**config.mk**
```make
export PLATFORM = sky130hd
export DESIGN_NAME = inv_mix_columns_seq
export DESIGN_NICKNAME = d
export VERILOG_FILES = /design/src/rtl/inv_mix_columns_seq.sv
export SDC_FILE = /design/constraint.sdc
export NUM_CORES = 1
export LEC_CHECK = 0
export ABC_CLOCK_PERIOD_IN_PS = 3400
export CORE_AREA = 10 10 230 232
export CTS_CLUSTER_DIAMETER = 50
export DETAILED_ROUTE_END_ITERATION = 16
export DIE_AREA = 0 0 240 242
export SYNTH_ARGS = -nofsm -noshare
export SYNTH_HDL_FRONTEND = slang
export SYNTH_SLANG_ARGS = --single-unit
```
**constraint.sdc**
```tcl
create_clock -name clk -period 3.4 [get_ports clk]
set_input_delay 0.68 -clock clk [delete_from_list [all_inputs] [get_ports clk]]
set_output_delay 0.68 -clock clk [all_outputs]
set_load 0.03 [all_outputs]
```
**src/rtl/inv_mix_columns_seq.sv**
```systemverilog
// Column-serial AES InvMixColumns: one shared column datapath processes
// the four columns of a captured 128-bit state over four BUSY cycles.
module inv_mix_columns_seq (
    input  logic         clk,
    input  logic         rst_n,
    input  logic         in_valid,
    output logic         in_ready,
    input  logic [127:0] state_in,
    output logic         out_valid,
    input  logic         out_ready,
    output logic [127:0] state_out,
    output logic         busy
);

    typedef enum logic [1:0] {IDLE, BUSY, DONE} state_t;

    state_t       state;
    logic [1:0]   col_cnt;
    logic [127:0] in_reg;
    logic [127:0] res_reg;
    logic [31:0]  col_in;
    logic [31:0]  col_out;

    function automatic logic [7:0] xtime(input logic [7:0] a);
        return {a[6:0], 1'b0} ^ (a[7] ? 8'h1b : 8'h00);
    endfunction

    // Constant multiply by k in {09,0b,0d,0e}, assembled from the xtime chain.
    function automatic logic [7:0] gmul(input logic [7:0] a, input logic [3:0] k);
        logic [7:0] x2, x4, x8;
        x2 = xtime(a);
        x4 = xtime(x2);
        x8 = xtime(x4);
        return (k[3] ? x8 : 8'h00) ^ (k[2] ? x4 : 8'h00) ^
               (k[1] ? x2 : 8'h00) ^ (k[0] ? a  : 8'h00);
    endfunction

    function automatic logic [31:0] inv_col(input logic [31:0] c);
        logic [7:0] a0, a1, a2, a3;
        {a0, a1, a2, a3} = c;
        return {gmul(a0, 4'he) ^ gmul(a1, 4'hb) ^ gmul(a2, 4'hd) ^ gmul(a3, 4'h9),
                gmul(a0, 4'h9) ^ gmul(a1, 4'he) ^ gmul(a2, 4'hb) ^ gmul(a3, 4'hd),
                gmul(a0, 4'hd) ^ gmul(a1, 4'h9) ^ gmul(a2, 4'he) ^ gmul(a3, 4'hb),
                gmul(a0, 4'hb) ^ gmul(a1, 4'hd) ^ gmul(a2, 4'h9) ^ gmul(a3, 4'he)};
    endfunction

    // NOTE: every signal written in always_comb gets a default first so no latch is inferred.
    always_comb begin
        col_in = in_reg[127:96];
        case (col_cnt)
            2'd1:    col_in = in_reg[95:64];
            2'd2:    col_in = in_reg[63:32];
            2'd3:    col_in = in_reg[31:0];
            default: col_in = in_reg[127:96];
        endcase
        col_out = inv_col(col_in);
    end

    // NOTE: the wide data registers are reset too, so an aborted operation never leaves a partial result visible.
    always_ff @(posedge clk or negedge rst_n) begin
        if (!rst_n) begin
            state   <= IDLE;
            col_cnt <= 2'd0;
            in_reg  <= 128'h0;
            res_reg <= 128'h0;
        end else begin
            case (state)
                IDLE: begin
                    if (in_valid) begin
                        in_reg  <= state_in;
                        col_cnt <= 2'd0;
                        state   <= BUSY;
                    end
                end
                BUSY: begin
                    case (col_cnt)
                        2'd0: res_reg[127:96] <= col_out;
                        2'd1: res_reg[95:64]  <= col_out;
                        2'd2: res_reg[63:32]  <= col_out;
                        2'd3: res_reg[31:0]   <= col_out;
                        default: ;
                    endcase
                    // NOTE: non-blocking updates keep col_cnt's old value visible to the slice select above.
                    col_cnt <= col_cnt + 2'd1;
                    if (col_cnt == 2'd3) state <= DONE;
                end
                DONE: begin
                    if (out_ready) state <= IDLE;
                end
                default: state <= IDLE;
            endcase
        end
    end

    assign in_ready  = (state == IDLE);
    assign busy      = (state == BUSY);
    assign out_valid = (state == DONE);
    assign state_out = res_reg;

endmodule

```
# Word level (Yosys, flattened, before mapping)
# Cells that the tools add are included.
[totals]
register_bits = 260
inputBits = 132
out_inout_bits = 131
wordCells = 93
[classes]
n_addsub = 1
n_eq_ne = 8
n_mux = 19
bitwise_logic = 48
n_reduce_logical = 10
[ops]
columns = ["operator", "n"]
rows = [
  ["bitwise XOR 8 bit", 39],
  ["case mux 32 bit (3 select lines)", 1],
  ["bitwise XOR 8 x 5 -> 8 bit", 9],
  ["2-to-1 mux 5 bit", 12],
  ["AND reduction 2 bit", 6],
  ["2-to-1 mux 2 bit", 4],
  ["equality test 2 bit, second input constant", 3],
  ["case mux 2 bit (3 select lines)", 1],
  ["equality test 2 x 1 -> 1 bit, second input constant", 2],
  ["logical NOT 2 bit", 2],
  ["inequality test 2 x 1 -> 1 bit, second input constant", 2],
  ["case mux 2 bit (2 select lines)", 1],
  ["AND reduction 3 bit", 1],
  ["adder 2 x 1 -> 2 bit, second input constant", 1],
  ["inequality test 2 bit, second input constant", 1],
  ["nonzero test 2 bit", 1],
]

# Depth between registers and ports, before layout
[logic_depth]
depth_word = 13
ltp_mapped = 12
mapped_depth_nobuf = 9

# Least setup slack after synthesis
# No wires, ideal clock.
[synth_path]
path_type = "reg2reg"
from = "register col_cnt[0]"
to = "register res_reg[6] (netlist: state_out[6])"
setup_time_ns = 0.129
arrival_ns = 2.722
required_time_ns = 3.271
slack_ns = 0.548
path_stages_with_launch = 11
n_path_buf = 1
synth_period_minus_slack_ns = 2.852
path_cell_list = "dfrtp_1 inv_1 ha_1 buf_6 nor2b_1 a21oi_4 xnor3_2 xor3_1 xnor3_1 xor2_2 o21ai_1"
[synth_between]
elab_chain_cells = 11
elab_cells_between_ends = 31
cone_classes = "eq/ne (3); mux (5); bitwise (22); reduce/logical (1)"
[synth_rtl]
columns = ["item", "line", "text"]
rows = [
  ["start, declared", "18", "logic [1:0] col_cnt;"],
  ["start signal, assigned", "84", "col_cnt <= col_cnt + 2'd1;"],
  ["equality test 2 bit, or another cell as far along", "50, 76", ""],
  ["case mux 32 bit (3 select lines)", "50", "case (col_cnt)"],
  ["2-to-1 mux 5 bit", "25", "return {a[6:0], 1'b0} ^ (a[7] ? 8'h1b : 8'h00);"],
  ["bitwise XOR 8 x 5 -> 8 bit", "25", ""],
  ["bitwise XOR 8 x 5 -> 8 bit / bitwise XOR 8 bit (equally long branches)", "25", ""],
  ["bitwise XOR 8 x 5 -> 8 bit", "25", ""],
  ["bitwise XOR 8 bit", "34", "return (k[3] ? x8 : 8'h00) ^ (k[2] ? x4 : 8'h00) ^"],
  ["bitwise XOR 8 bit", "35", "(k[1] ? x2 : 8'h00) ^ (k[0] ? a : 8'h00);"],
  ["bitwise XOR 8 bit (3 in series)", "44", "gmul(a0, 4'hb) ^ gmul(a1, 4'hd) ^ gmul(a2, 4'h9) ^ gmul(a3, 4'he)};"],
  ["end signal, assigned", "80", "2'd3: res_reg[31:0] <= col_out;"],
  ["end, declared", "20", "logic [127:0] res_reg;"],
]
# Parallel ways exist; a longest one is shown, timed or not.
# A chain may end at the register's enable or synchronous reset.

# Worst setup path after layout
[layout_path]
from = "register col_cnt[0]"
to = "register res_reg[76] (netlist: state_out[76])"
[layout_between]
elab_chain_cells = 11
elab_cells_between_ends = 38
cone_classes = "eq/ne (3); mux (12); bitwise (22); reduce/logical (1)"
[layout_rtl]
columns = ["item", "line", "text"]
rows = [
  ["equality test 2 bit / equality test 2 x 1 -> 1 bit (equally long branches)", "50, 76", ""],
  ["case mux 32 bit (3 select lines)", "50", ""],
  ["bitwise XOR 8 x 5 -> 8 bit", "25", ""],
  ["2-to-1 mux 5 bit / bitwise XOR 8 x 5 -> 8 bit (equally long branches)", "25", ""],
  ["bitwise XOR 8 x 5 -> 8 bit / 2-to-1 mux 5 bit (equally long branches)", "25", ""],
  ["bitwise XOR 8 x 5 -> 8 bit", "25", ""],
  ["bitwise XOR 8 bit", "34", ""],
  ["bitwise XOR 8 bit", "35", ""],
  ["bitwise XOR 8 bit (3 in series)", "43", "gmul(a0, 4'hd) ^ gmul(a1, 4'h9) ^ gmul(a2, 4'he) ^ gmul(a3, 4'hb),"],
  ["end signal, assigned", "78", "2'd1: res_reg[95:64] <= col_out;"],
]
# Parallel ways exist; a longest one is shown, timed or not.

==> results.cfg <==
[grt]
grt_pass1_wl_mm = 67.30
grt_overflow_total = 0
grt_max_degree = 110
track_usage_pct = 15.02
antenna_found_initial = 3
grt_pass1_vias = 10822

[floorplan]
core_area_um2 = 48440
pin_count = 263
dieHeight_um = 242
num_rows = 81
initial_core_util_pct = 26.60
die_area_um2 = 58080
chipWidth_um = 240

[logic_synthesis]
yosysMostFrequentCell = nand2_1
ys_warn_count = 0
yosys_register_bits = 260
yosysTopAreaCellShare_pct = 50.49
synth_top_family_by_area = XOR/XNOR gates
synth_cell_types = 39
synth-simple-area-share_pct = 16.64
synth.area.mux_share_pct = 0.3883
synth_fa_ha_area_share_pct = 0.4854
syn-mean-instance-area_um2 = 9.808
synth_commonest_cells = 512 x nand2_1, 260 x dfrtp_1, 107 x xnor2_1, 73 x o21ai_1, 63 x o21ai_0
synth_ff_type = dfrtp_1
synth_seq_area_share_pct = 50.49
synth.area.top_cells = dfrtp_1 50%, nand2_1 15%, xnor2_1 7.3%
synth_compound_area_share_pct = 11.65
synth_xor_area_share_pct = 17.33
async_reset_ff_share_pct = 100.0
syn_nets = 1451
synth-edff-count = 0
yosys.area.top_type = dfrtp_1
synthCells = 1314
netlist_area_um2 = 12890

[timing]
layout_setup_ws_ns = 0.1172
period_needed_ns = 3.283
worst_slew_pin_slew_ns = 0.8847
slew_viol_final = 0
slew_headroom_pct = 41.02
fin_skew_ns = 0.02035
post-route-period-util_pct = 96.55
fmax_mhz = 304.6
finalHoldViolCount = 0
setup_viol = 0
rsz0062_at_grt = no

[clocking]
clockBufferDepth = 3
clock_latency_ns = 0.52
path_clk_slew_ns = 0.05
cts_buffers = 36
clock_tree.root_cell = clkbuf_16
clock-sinks = 260
cts_tree = built
ctsHtreeMaxLevel = 2

[route]
drt_iter0_drc = 571
routedWlPerCell_um = 19.46
routed_wl_mm = 44.22
via_count = 10133
drcViolationCount = 0
antenna_left = 0
drt_first_pass_iters = 5
viasPerCell = 4.460

[critical_path]
critPathBufInv = 5
crit_type = reg2reg
critPathCaptureType = flop
cp.required_ns = 3.77
cp_common_cell = buf_4
cp.arrival_ns = 3.66
path_cells = ha_4 > buf_4 > a222oi_1 > buf_4 > xor2_2 > o21ai_2 > buf_4 > buf_4 > xnor2_2 > xnor3_2 > xnor2_1 > buf_4 > o21ai_1
path_delay_family = buffers and inverters
slowest_delay_ns = 0.53
crit_slowest_cell = a222oi_1
cp-start-kind = flop
crit_fanout = 12

[flow_run]
maxCapViolCount = 0

[placed_design]
place_congestion = 0.8732
io_buffer_count = 262
place_area_um2 = 16630
dpl.cell_count = 2203
pre_cts_slack_ns = -0.2102
place_hpwl_mm = 34.67

[cells_and_area]
fin_area_um2 = 18010
layout.cells.non_filler = 2272
drive_above_1_share_pct = 13.23
nNetsFinal = 1762
syn_to_final_growth_pct = 39.72

[hold_path]
hp-class = in2async

[run_status]
run_status = complete, no violations
path summary, 6_finish.rpt:
| kind | start | to | slack (ns) | cells past startpoint |
|---|---|---|---|---|
| worst max-delay path | col_cnt[0] | state_out[76] | 0.12 | 13 |
| worst min-delay path | rst_n | state_out[65] | 0.25 | 1 |
| worst max register to register | col_cnt[0] | state_out[76] | 0.12 | 13 |
| worst min register to register | in_reg[59] | in_reg[59] | 0.48 | 2 |
| max in group asynchronous | rst_n | in_reg[92] | 2.19 | 2 |
| min in group clk | in_reg[59] | in_reg[59] | 0.48 | 2 |
layer usage:
layer | vias to the layer above | track usage, % | part of all wire (%)
li1 | 4893 | - | -
met1 | 4874 | 19.99 | 45
met2 | 309 | 23.74 | 45
met3 | 53 | 4.322 | 7.9
met4 | 4 | 3.127 | 1.5
met5 | - | 0 | 0.047
cell type report:
cell class / instances / area, um^2
diodes: 2 / 5.005
clock buffers: 46 / 999.7
clock inverters: 15 / 163.9
fillers: 4878 / 30440
inverters: 9 / 33.78
multi-input cells: 975 / 6168
flip-flops and latches: 260 / 6509
well taps: 622 / 778.2
repair buffers: 343 / 3348
worst register-to-register path, stage by stage (launching register included):
cell	delay (ns)
dfrtp_2	0.47
ha_4	0.24
buf_4	0.22
a222oi_1	0.54
buf_4	0.25
xor2_2	0.14
o21ai_2	0.09
buf_4	0.16
buf_4	0.14
xnor2_2	0.16
xnor3_2	0.34
xnor2_1	0.19
buf_4	0.16
o21ai_1	0.07
through the flow:
step / util (%) / TNS, ns / hold WS [ns]
6_report: 37.17 / 0 / 0.2482
5_1_grt: 37.16 / 0 / 0.3004
4_1_cts: 37.00 / 0 / 0.2856
3_5_place_dp: 34.33 / -1.644 / 0.4633
3_3_place_gp: 34.33 / -1.211 / 0.4588
2_1_floorplan: - / 0 / 0.3844
logic make-up after synthesis:
group | count (synthesis)
muxes | 5
buffers and inverters | 79
and+or+nand+nor | 547
adders and majority gates | 5
DFF | 260
AOI/OAI and AO/OA | 230
xor gates and xnor gates | 188
cells in the final DEF (no fill, tap or decap), drive strengths merged, types with 6 or more instances in the layout:
cell and instances:
a21oi 54, a22oi 27, buf 82, clkbuf 46, clkdlybuf4s50 261, clkinv 6, dfrtp 260, inv 15
nand2 512, nor2b 27, o21ai 137, xnor2 126, xnor3 25, xor2 33
timing repair:
| item | CTS | global route |
|---|---|---|
| pin swaps | 3 | 2 |
| hold endpoints to repair | 0 | 0 |
| setup buffers | 4 | 2 |
| gates cloned | 0 | 0 |
| resized for setup | 13 | 11 |
| setup endpoints to repair | 24 | 74 |
| hold buffers | 0 | 0 |
Power is left out: the tool's default activity adds up to more than one toggle a clock period on the data nets, which glitch-free logic cannot reach.
